$ cat config.mk
export PLATFORM = sky130hd
export DESIGN_NAME = spi_slave_fsm_flat
export DESIGN_NICKNAME = d
export VERILOG_FILES = /design/src/rtl/spi_slave_fsm_pkg.sv /design/src/rtl/spi_slave_fsm_if.sv /design/src/rtl/spi_slave_fsm_shiftreg.sv /design/src/rtl/spi_slave_fsm.sv /design/src/flat_wrapper.sv
export SDC_FILE = /design/constraint.sdc
export NUM_CORES = 1
export LEC_CHECK = 0
export ABC_AREA = 1
export CORE_MARGIN = 4
export CORE_UTILIZATION = 35
export DETAILED_ROUTE_END_ITERATION = 6
export HOLD_SLACK_MARGIN = 0.06
export SYNTH_ARGS = -nofsm -noshare
export SYNTH_HDL_FRONTEND = slang
export SYNTH_HIERARCHICAL = 1
export SYNTH_SLANG_ARGS = --single-unit
$ cat constraint.sdc
create_clock -name clk -period 2.6 [get_ports clk]
set_input_delay 0.39 -clock clk [delete_from_list [all_inputs] [get_ports clk]]
set_output_delay 0.39 -clock clk [all_outputs]
set_load 0.01 [all_outputs]
$ cat src/rtl/spi_slave_fsm_pkg.sv
// Shared definitions for the SPI slave: default widths and FSM state encodings.
package spi_slave_fsm_pkg;

  localparam int DATA_W_DEF = 8;
  localparam int ADDR_W_DEF = DATA_W_DEF - 1;

  typedef enum logic [2:0] {
    IDLE,
    GET_CMD,
    READ_MEM,
    LOAD,
    SEND,
    GET_DATA,
    WRITE_MEM,
    DONE
  } state_e;

  // Bit counter must hold 0..w without wrapping.
  function automatic int cnt_width(input int w);
    return $clog2(w + 1);
  endfunction

endpackage

$ cat src/rtl/spi_slave_fsm_if.sv
// Conditioned SPI pins plus memory-side bus of the SPI slave.
// slave modport is the FSM view; master modport is the SPI master / memory side.
interface spi_slave_fsm_if
  import spi_slave_fsm_pkg::*;
#(
  parameter int ADDR_W = ADDR_W_DEF,
  parameter int DATA_W = DATA_W_DEF
);

  logic              sclk_rise;
  logic              sclk_fall;
  logic              cs_cond;
  logic              mosi_cond;
  logic [DATA_W-1:0] rdata;
  logic [ADDR_W-1:0] addr;
  logic [DATA_W-1:0] wdata;
  logic              wr_en;
  logic              rd_req;
  logic              miso;
  logic              miso_oe;

  modport slave (
    input  sclk_rise, sclk_fall, cs_cond, mosi_cond, rdata,
    output addr, wdata, wr_en, rd_req, miso, miso_oe
  );

  modport master (
    output sclk_rise, sclk_fall, cs_cond, mosi_cond, rdata,
    input  addr, wdata, wr_en, rd_req, miso, miso_oe
  );

endinterface

$ cat src/rtl/spi_slave_fsm_shiftreg.sv
// Generic MSB-first shift register: parallel load has priority over shift.
// Latency 1 clk for load or shift; no backpressure.
module spi_shiftreg #(
  parameter int W = 8
) (
  input  logic         clk,
  input  logic         reset_n,
  input  logic         load_i,
  input  logic [W-1:0] load_dat_i,
  input  logic         shift_i,
  input  logic         ser_i,
  output logic [W-1:0] par_o,
  output logic         ser_o
);

  logic [W-1:0] sr_q;

  always_ff @(posedge clk or negedge reset_n) begin
    if (!reset_n) begin
      sr_q <= '0;
    end else if (load_i) begin
      sr_q <= load_dat_i;
    end else if (shift_i) begin
      sr_q <= {sr_q[W-2:0], ser_i};
    end
  end

  assign par_o = sr_q;
  assign ser_o = sr_q[W-1];

endmodule

$ cat src/rtl/spi_slave_fsm.sv
// SPI slave command FSM: {addr,rw} command byte then one write byte in, or one read byte out.
// Strobes are registered and last 1 clk; deselect aborts everything except an issued write.
module spi_slave_fsm
  import spi_slave_fsm_pkg::*;
#(
  parameter int ADDR_W = ADDR_W_DEF,
  parameter int DATA_W = DATA_W_DEF
) (
  input  logic             clk,
  input  logic             reset_n,
  spi_slave_fsm_if.slave   bus
);

  localparam int              CNT_W = cnt_width(DATA_W);
  localparam logic [CNT_W-1:0] LAST = CNT_W'(DATA_W - 1);

  state_e            state_q;
  logic [CNT_W-1:0]  cnt_q;
  logic [ADDR_W-1:0] addr_q;
  logic [DATA_W-1:0] wdata_q;
  logic              wr_en_q;
  logic              rd_req_q;
  logic              miso_oe_q;

  logic [DATA_W-1:0] in_par;
  logic [DATA_W-1:0] out_par;
  logic [DATA_W-1:0] in_byte_d;
  logic              in_ser;
  logic              out_ser;
  logic              sel;
  logic              in_clr;
  logic              in_shift;
  logic              out_ld;
  logic              out_shift;

  // Deselect gates every shift so a pulse coincident with cs high is dropped.
  assign sel       = !bus.cs_cond;
  assign in_clr    = sel && (state_q == IDLE);
  assign in_shift  = sel && bus.sclk_rise && ((state_q == GET_CMD) || (state_q == GET_DATA));
  assign out_ld    = sel && (state_q == LOAD);
  assign out_shift = sel && bus.sclk_fall && (state_q == SEND);
  assign in_byte_d = {in_par[DATA_W-2:0], bus.mosi_cond};

  spi_shiftreg #(.W(DATA_W)) u_in_sr (
    .clk        (clk),
    .reset_n    (reset_n),
    .load_i     (in_clr),
    .load_dat_i ('0),
    .shift_i    (in_shift),
    .ser_i      (bus.mosi_cond),
    .par_o      (in_par),
    .ser_o      (in_ser)
  );

  spi_shiftreg #(.W(DATA_W)) u_out_sr (
    .clk        (clk),
    .reset_n    (reset_n),
    .load_i     (out_ld),
    .load_dat_i (bus.rdata),
    .shift_i    (out_shift),
    .ser_i      (1'b0),
    .par_o      (out_par),
    .ser_o      (out_ser)
  );

  logic unused_sr;
  assign unused_sr = ^{in_ser, in_par[DATA_W-1], out_par};

  always_ff @(posedge clk or negedge reset_n) begin
    if (!reset_n) begin
      state_q   <= IDLE;
      cnt_q     <= '0;
      addr_q    <= '0;
      wdata_q   <= '0;
      wr_en_q   <= 1'b0;
      rd_req_q  <= 1'b0;
      miso_oe_q <= 1'b0;
    end else begin
      wr_en_q   <= 1'b0;
      rd_req_q  <= 1'b0;
      miso_oe_q <= 1'b0;
      if (bus.cs_cond && (state_q != WRITE_MEM)) begin
        state_q <= IDLE;
        cnt_q   <= '0;
      end else begin
        case (state_q)
          IDLE: begin
            state_q <= GET_CMD;
            cnt_q   <= '0;
          end
          GET_CMD: begin
            if (bus.sclk_rise) begin
              if (cnt_q == LAST) begin
                cnt_q  <= '0;
                addr_q <= in_byte_d[DATA_W-1 -: ADDR_W];
                if (in_byte_d[0]) begin
                  state_q  <= READ_MEM;
                  rd_req_q <= 1'b1;
                end else begin
                  state_q <= GET_DATA;
                end
              end else begin
                cnt_q <= cnt_q + CNT_W'(1);
              end
            end
          end
          READ_MEM: state_q <= LOAD;
          LOAD: begin
            state_q   <= SEND;
            cnt_q     <= '0;
            miso_oe_q <= 1'b1;
          end
          SEND: begin
            if (bus.sclk_fall && (cnt_q == LAST)) begin
              state_q <= DONE;
              cnt_q   <= '0;
            end else begin
              miso_oe_q <= 1'b1;
              if (bus.sclk_fall) begin
                cnt_q <= cnt_q + CNT_W'(1);
              end
            end
          end
          GET_DATA: begin
            if (bus.sclk_rise) begin
              if (cnt_q == LAST) begin
                cnt_q   <= '0;
                wdata_q <= in_byte_d;
                state_q <= WRITE_MEM;
                wr_en_q <= 1'b1;
              end else begin
                cnt_q <= cnt_q + CNT_W'(1);
              end
            end
          end
          // The strobe is already on the bus; deselect only picks the exit.
          WRITE_MEM: state_q <= bus.cs_cond ? IDLE : DONE;
          DONE:      state_q <= DONE;
          default:   state_q <= IDLE;
        endcase
      end
    end
  end

  assign bus.addr    = addr_q;
  assign bus.wdata   = wdata_q;
  assign bus.wr_en   = wr_en_q;
  assign bus.rd_req  = rd_req_q;
  assign bus.miso_oe = miso_oe_q;
  assign bus.miso    = miso_oe_q & out_ser;

endmodule
$ cat src/flat_wrapper.sv
// flat-port wrapper written by rule: the top's interface ports become plain ports
module spi_slave_fsm_flat import spi_slave_fsm_pkg::*;
#(
  parameter int ADDR_W = ADDR_W_DEF,
  parameter int DATA_W = DATA_W_DEF
)
  (clk, reset_n, bus_sclk_rise, bus_sclk_fall, bus_cs_cond, bus_mosi_cond, bus_rdata, bus_addr, bus_wdata, bus_wr_en, bus_rd_req, bus_miso, bus_miso_oe);
  spi_slave_fsm_if #(.ADDR_W(ADDR_W), .DATA_W(DATA_W)) bus_i ();
  input  logic clk;
  input  logic reset_n;
  input wire logic [$bits(bus_i.sclk_rise)-1:0] bus_sclk_rise;
  input wire logic [$bits(bus_i.sclk_fall)-1:0] bus_sclk_fall;
  input wire logic [$bits(bus_i.cs_cond)-1:0] bus_cs_cond;
  input wire logic [$bits(bus_i.mosi_cond)-1:0] bus_mosi_cond;
  input wire logic [$bits(bus_i.rdata)-1:0] bus_rdata;
  output wire logic [$bits(bus_i.addr)-1:0] bus_addr;
  output wire logic [$bits(bus_i.wdata)-1:0] bus_wdata;
  output wire logic [$bits(bus_i.wr_en)-1:0] bus_wr_en;
  output wire logic [$bits(bus_i.rd_req)-1:0] bus_rd_req;
  output wire logic [$bits(bus_i.miso)-1:0] bus_miso;
  output wire logic [$bits(bus_i.miso_oe)-1:0] bus_miso_oe;
  assign bus_i.sclk_rise = bus_sclk_rise;
  assign bus_i.sclk_fall = bus_sclk_fall;
  assign bus_i.cs_cond = bus_cs_cond;
  assign bus_i.mosi_cond = bus_mosi_cond;
  assign bus_i.rdata = bus_rdata;
  assign bus_addr = bus_i.addr;
  assign bus_wdata = bus_i.wdata;
  assign bus_wr_en = bus_i.wr_en;
  assign bus_rd_req = bus_i.rd_req;
  assign bus_miso = bus_i.miso;
  assign bus_miso_oe = bus_i.miso_oe;
  spi_slave_fsm #(.ADDR_W(ADDR_W), .DATA_W(DATA_W)) u_core (.clk(clk), .reset_n(reset_n), .bus(bus_i));
endmodule
==> results of run 1 <==
==> sequential cells by signal, indices dropped and copies added (netlist names), 3 cells and up <==
signal,cells
u_core/state_q,3
u_core/bus.wdata,8
u_core/bus.addr,7
u_core/cnt_q,4
u_core/u_out_sr/par_o,8
u_core/u_in_sr/par_o,7
==> cell usage in the layout, fill, tap and decap left out, types with 2 or more instances in the layout <==
cell                              count
sky130_fd_sc_hd__o21ai_2              9
sky130_fd_sc_hd__nor2_4               3
sky130_fd_sc_hd__clkbuf_8             5
sky130_fd_sc_hd__conb_1               8
sky130_fd_sc_hd__nor3_1               2
sky130_fd_sc_hd__clkdlybuf4s50_1     31
sky130_fd_sc_hd__inv_1               21
sky130_fd_sc_hd__o21ai_1              7
sky130_fd_sc_hd__o21ai_0              5
sky130_fd_sc_hd__nand3_1             43
sky130_fd_sc_hd__nand4_1              2
sky130_fd_sc_hd__inv_2                4
sky130_fd_sc_hd__a21oi_1              2
sky130_fd_sc_hd__dfrtp_1             40
sky130_fd_sc_hd__nand2_1             67
sky130_fd_sc_hd__nor2_1               7
sky130_fd_sc_hd__buf_4                4
==> critical path, delay by kind of cell, from the launching register on <==
family	cells	cell delay, ps
flip-flops	1	360
AND/OR/NAND/NOR	1	60
buffers and inverters	2	560
==> area by class of cell <==
cell class              count  area [um2]  area share, %
clock buffers               5        68.8           2.77
clock inverters             3        42.5           1.71
inverters                  25        93.8           3.77
multi-input cells         165         845           34.0
flip-flops and latches     40        1000           40.3
well taps                  72        90.1           3.62
repair buffers             36         345           13.9
==> metal layers <==
layer  GRT usage (%)  up-vias
met5               0        -
met4            4.01        0
met3            3.17        2
met2            18.4       28
met1            15.6      708
li1                -      825
==> final timing paths <==
kind | end | slack (ps) | cells past startpoint
setup reg to reg | u_core/bus.wdata[5]$_DFFE_PN0P_ | 1090 | 6
min in group clk | u_core/u_out_sr/par_o[2]$_DFFE_PN0P_ | 490 | 2
hold / removal | u_core/bus.addr[5]$_DFFE_PN0P_ | 210 | 1
max in group asynchronous | u_core/u_in_sr/par_o[6]$_DFFE_PN0P_ | 1850 | 1
setup / recovery | bus_miso | 940 | 3
hold reg to reg | u_core/u_out_sr/par_o[2]$_DFFE_PN0P_ | 490 | 2
==> through the flow <==
step	power (W)	instance area, um2	utilization, %	setup WS, ps	hold WS (ps)
after global placement	0.00147	2370	43.1	731	466
after CTS	0.00199	2490	45.1	912	253
after detailed placement	0.00147	2370	43.1	717	470
final	0.00195	2490	45.1	935	215
after global routing	0.00212	2490	45.1	872	290
after floorplan	0.00132	2010	-	1260	94.4
==> power by group through the flow <==
stage	Sequential, W	Clock, W	Combinational (W)
after floorplan	0.000854	0	0.000470
after detailed placement	0.000889	0	0.000585
after global placement	0.000889	0	0.000577
after CTS	0.000877	0.000523	0.000586
after global routing	0.000902	0.000554	0.000662
final	0.000875	0.000502	0.000577
==> run summary, run 1 <==
number of design-rule violations left by the first detailed-router iteration -> 65
largest net degree at the start of global routing -> 41
Slowest-stage cell, CP -> sky130_fd_sc_hd__clkdlybuf4s50_1
total internal power -> 0.00126 W
type of element capturing the critical path -> primary output
critical path required time -> 2210 ps
core area -> 5510 um2
fraction of layout instances using a drive strength above 1 -> 12.8%
maximum VDD drop -> 330 uV
Final Instance Count excl. Fillers -> 346
wire length per cell -> 11.1 um
Cell Pwr Density -> 786 nW/um2
wire length after detailed routing -> 3840 um
Post-Syn Area -> 1980 um2
CTS hold repair buffers -> 0
portion of total power attributed to sequential cells -> 44.8%
routed metal-1 wire length -> 1900 um
CP Max Fanout -> 2
net load switching power -> 0.000698 W
num rows -> 27
type of the most critical hold path -> in -> async
met2 WL post-DR -> 1760 um
cell leakage power -> 1.18 nW
Setup Crit Path Kind -> reg -> out
Crit. Startpoint -> u_core/bus.miso_oe$_DFF_PN0_
critical register-to-register path startpoint -> u_core/cnt_q[0]$_DFFE_PN0P_
detailed placement HPWL -> 2820 um
routed wire length on met3 -> 157 um
RePlAce Congestion -> 0.873
total of endpoints with negative setup slack in the final report -> 0
die area -> 6920 um2
status -> complete, no violations
CTS tree -> yes
Starting Density -> 35.9%
clock latency on the worst-skew pair -> 290 ps
number of buffers inserted during clock tree synthesis -> 5
DR DRC count -> 0
clock buffer depth -> 2
fin crit share -> 64.0%
die outline width -> 83.2 um
min cycle time layout -> 1660 ps
TritonCTS Sinks -> 40
aggregate global routing overflow -> 0
synthesized instance count -> 231
aggregate global-route resource usage -> 11.8%
Die Y -> 83.2 um
clock-pin slew of the registers on the worst-case setup and hold paths -> 80 ps
via total after detailed routing -> 1563
final number of hold-violating endpoints -> 0
average instance area after synthesis -> 8.57 um2
CP cell instances -> nand2_1, inv_1, clkdlybuf4s50_1
CTS root buffer -> sky130_fd_sc_hd__clkbuf_8
switching share of total power -> 35.7%
top routing layer used -> met4
first drt pass iteration count -> 4
vias per std cell -> 4.52
wire length of the first global-routing pass -> 6780 um
count of pins on the block boundary -> 33
remaining antenna violation count after routing -> 0
max-slew violation count -> 0
total number of H-tree levels -> 2
number of placed instances, taps included -> 338
unrepaired setup endpoints after global routing -> no
Diodes inserted -> 0
headroom to the max-slew limit -> 41.9%
slowest cell delay on critical path -> 520 ps
setup TNS -> 0 ps
initial antenna violation count -> 0
nature of the critical path startpoint -> flip-flop
PostCTS Resize Cnt -> 0
via count of the first global-routing pass -> 1466
setup clock skew after layout -> 7.00 ps
IO Port Bufs -> 32
net count of the finished layout -> 288
Filler Cell Count -> 534
power share of the clock group -> 25.7%
part of the total power dissipated in combinational logic -> 29.5%
post-synthesis to final-layout area growth -> 25.6%
worst slew pin tran -> 871 ps
count of warnings emitted by yosys -> 6
max capacitance violation total -> 0
highest clock frequency the design can meet -> 601 MHz
arrival time at the worst endpoint -> 1270 ps
postcts setup bufs -> 0
No activity file was read; power rests on OpenSTA's default activity.
==> run 2, diff against run 1 <==
clock period = 1.55 ns   (was 2.6 ns; I/O delays follow)
==> run 2 against run 1 <==
Non-clock buffer count rose by 12. Worst setup slack got worse by 870 ps. Sequential share of layout area fell by 2.1 points. Critical path type is now reg -> reg. Die area did not move. Count of clock-buffer cells in the layout rose by 2. Sequential power rose by 67%. Worst hold slack improved by 190 ps. Sequential cell count did not move. Largest cell class unchanged. Clock skew rose by 1.3 ps. Design area rose by 5.8%. First-iteration DRC count fell by 7.7%.
==> run summary, run 2 (same netlist as run 1, synthesis figures left out) <==
arrival time at the worst endpoint -> 1700 ps (+430 ps)
Diodes inserted -> 0 (unchanged)
net count of the finished layout -> 301 (+4.5%)
Buffers & Inverters on Critical Path -> 1 (-1)
via total after detailed routing -> 1621 (+3.7%)
portion of total power attributed to sequential cells -> 42.0% (-2.8 points)
type of the most critical hold path -> in -> async
Slowest-stage cell, CP -> sky130_fd_sc_hd__dfrtp_2
Starting Density -> 35.9% (unchanged)
CP cell instances -> inv_2, nand2_4, nor3_4, nand3_2, o21ai_2
net load switching power -> 0.00121 W (+73%)
RePlAce Congestion -> 0.801 (-8.3%)
core area -> 5510 um2 (unchanged)
first drt pass iteration count -> 5 (+1)
postcts setup bufs -> 0 (unchanged)
min cycle time layout -> 1480 ps
clock-pin slew of the registers on the worst-case setup and hold paths -> 80 ps (about the same)
wire length after detailed routing -> 4130 um (+7.7%)
max-slew violation count -> 0 (unchanged)
via count of the first global-routing pass -> 1518 (+3.5%)
CP top delay family -> simple AND/OR/NAND/NOR gates
count of pins on the block boundary -> 33 (unchanged)
slowest cell delay on critical path -> 460 ps (-60 ps)
top routing layer used -> met4
power share of the clock group -> 26.5% (+0.8 points)
type of element capturing the critical path -> flip-flop
switching share of total power -> 34.6% (-1.1 points)
most frequent standard cell in the layout excluding fill and tap cells -> sky130_fd_sc_hd__nand2_1
Setup Crit Path Kind -> reg -> reg
routed wire length on met3 -> 225 um (+43%)
critical path required time -> 1770 ps (-440 ps)
TritonCTS Sinks -> 40 (unchanged)
aggregate global-route resource usage -> 12.3% (+0.50 points)
highest clock frequency the design can meet -> 676 MHz
Pwr Total -> 0.00349 W (+79%)
detailed placement HPWL -> 3010 um (+6.8%)
CTS tree -> yes
largest net degree at the start of global routing -> 24 (-41%)
initial antenna violation count -> 0 (unchanged)
max capacitance violation total -> 0 (unchanged)
cell leakage power -> 1.27 nW (+7.0%)
remaining antenna violation count after routing -> 0 (unchanged)
setup TNS -> 0 ps (unchanged)
clock latency on the worst-skew pair -> 290 ps (about the same)
maximum VDD drop -> 522 uV (+58%)
CP Max Fanout -> 8 (+6)
DR DRC count -> 0 (unchanged)
die outline width -> 83.2 um (unchanged)
part of the total power dissipated in combinational logic -> 31.5% (+2.0 points)
total of endpoints with negative setup slack in the final report -> 0 (unchanged)
met2 WL post-DR -> 1850 um (+5.4%)
num rows -> 27 (unchanged)
IO Port Bufs -> 32 (unchanged)
wire length of the first global-routing pass -> 6960 um (+2.7%)
core occupancy in the finished layout -> 47.8% (+2.6 points)
wire length per cell -> 11.5 um (+3.8%)
number of placed instances, taps included -> 349 (+3.3%)
nature of the critical path startpoint -> flip-flop
CTS root buffer -> sky130_fd_sc_hd__clkbuf_8
Finished Cell Area -> 2630 um2 (+5.8%)
vias per std cell -> 4.52 (about the same)
aggregate global routing overflow -> 0 (unchanged)
fin crit share -> 95.5%
post-synthesis to final-layout area growth -> 32.9%
status -> complete, no violations
setup clock skew after layout -> 8.28 ps (+1.28 ps)
total internal power -> 0.00228 W (+82%)
Die Y -> 83.2 um (unchanged)
routed metal-1 wire length -> 1970 um (+3.9%)
final number of hold-violating endpoints -> 0 (unchanged)
total number of H-tree levels -> 2 (unchanged)
clock buffer depth -> 2 (unchanged)
Final Instance Count excl. Fillers -> 359 (+3.8%)
fraction of layout instances using a drive strength above 1 -> 18.5% (+5.7 points)
number of design-rule violations left by the first detailed-router iteration -> 60 (-7.7%)
die area -> 6920 um2 (unchanged)
most used cells in the layout excluding fill and tap cells -> sky130_fd_sc_hd__nand2_1, sky130_fd_sc_hd__nand3_1, sky130_fd_sc_hd__dfrtp_1, sky130_fd_sc_hd__clkdlybuf4s50_1, sky130_fd_sc_hd__inv_1
unrepaired setup endpoints after global routing -> yes
number of buffers inserted during clock tree synthesis -> 5 (unchanged)
area after detailed placement -> 2470 um2 (+4.0%)
Cell Pwr Density -> 1330 nW/um2 (+69%)
[run 2: cell count changes in the layout (fill, tap and decap cells not counted), moves of 2 or more]
cell                       delta
sky130_fd_sc_hd__buf_4       +10
sky130_fd_sc_hd__clkbuf_8     +2
sky130_fd_sc_hd__dfrtp_1      -2
sky130_fd_sc_hd__dfrtp_2      +2
sky130_fd_sc_hd__nand3_2      +2
[run 2: layer usage]
layer,global-route usage [%],vias to the layer above
met5,0,-
met4,4.90,0
li1,-,853
met1,16.2,723
met2,19.2,36
met3,2.98,9
[run 2: power groups by stage]
stage               Sequential, W  Combinational [W]  Clock, W
floorplan                 0.00143           0.000789         0
global placement          0.00147            0.00107         0
global route              0.00151            0.00126   0.00100
finish                    0.00146            0.00110  0.000925
CTS                       0.00146            0.00109  0.000960
detailed placement        0.00148            0.00109         0
[run 2: path summary, 6_finish.rpt]
kind | start | to | slack [ps] | cells after the start
min in group clk | u_core/bus.wdata[3]$_DFFE_PN0P_ | u_core/bus.wdata[3]$_DFFE_PN0P_ | 480 | 2
setup reg to reg | u_core/state_q[1]$_DFFE_PN0P_ | u_core/bus.wdata[7]$_DFFE_PN0P_ | 70 | 5
max in group asynchronous | reset_n | u_core/u_out_sr/par_o[1]$_DFFE_PN0P_ | 680 | 3
hold / removal | reset_n | u_core/bus.wdata[6]$_DFFE_PN0P_ | 400 | 2
setup / recovery | u_core/state_q[1]$_DFFE_PN0P_ | u_core/bus.wdata[7]$_DFFE_PN0P_ | 70 | 5
hold reg to reg | u_core/bus.wdata[3]$_DFFE_PN0P_ | u_core/bus.wdata[3]$_DFFE_PN0P_ | 480 | 2
[run 2: final cells by class]
class | instances | area [um2]
clock inverter | 1 | 30.0
clock buffer | 7 | 96.3
inverter | 25 | 93.8
sequential | 40 | 1000
multi-input combinational | 166 | 865
timing repair buffer | 48 | 453
fill | 531 | 2880
tap | 72 | 90.1
[run 2: through the flow]
| step | setup slack [ps] | hold WS [ps] |
|---|---|---|
| after floorplan | 211 | -63.1 |
| after global placement | -94.3 | 200 |
| after detailed placement | -111 | 193 |
| after CTS | 9.23 | 407 |
| after global routing | -66.3 | 445 |
| final | 69.8 | 405 |
[run 2: timing repair]
| item | CTS | global route |
|---|---|---|
| gates cloned | 0 | 1 |
| endpoints found under the setup margin | 1 | 23 |
| pin swaps | 0 | 1 |
| hold buffers | 1 | 0 |
| gates resized for setup | 1 | 6 |
| hold endpoints to repair | 17 | 0 |
==> run 3, diff against run 2 <==
GPL_ROUTABILITY_DRIVEN = 0   (was not set)
==> results of run 3 <==
Same layout as run 2: the final DEF is identical, and so are final timing and power.
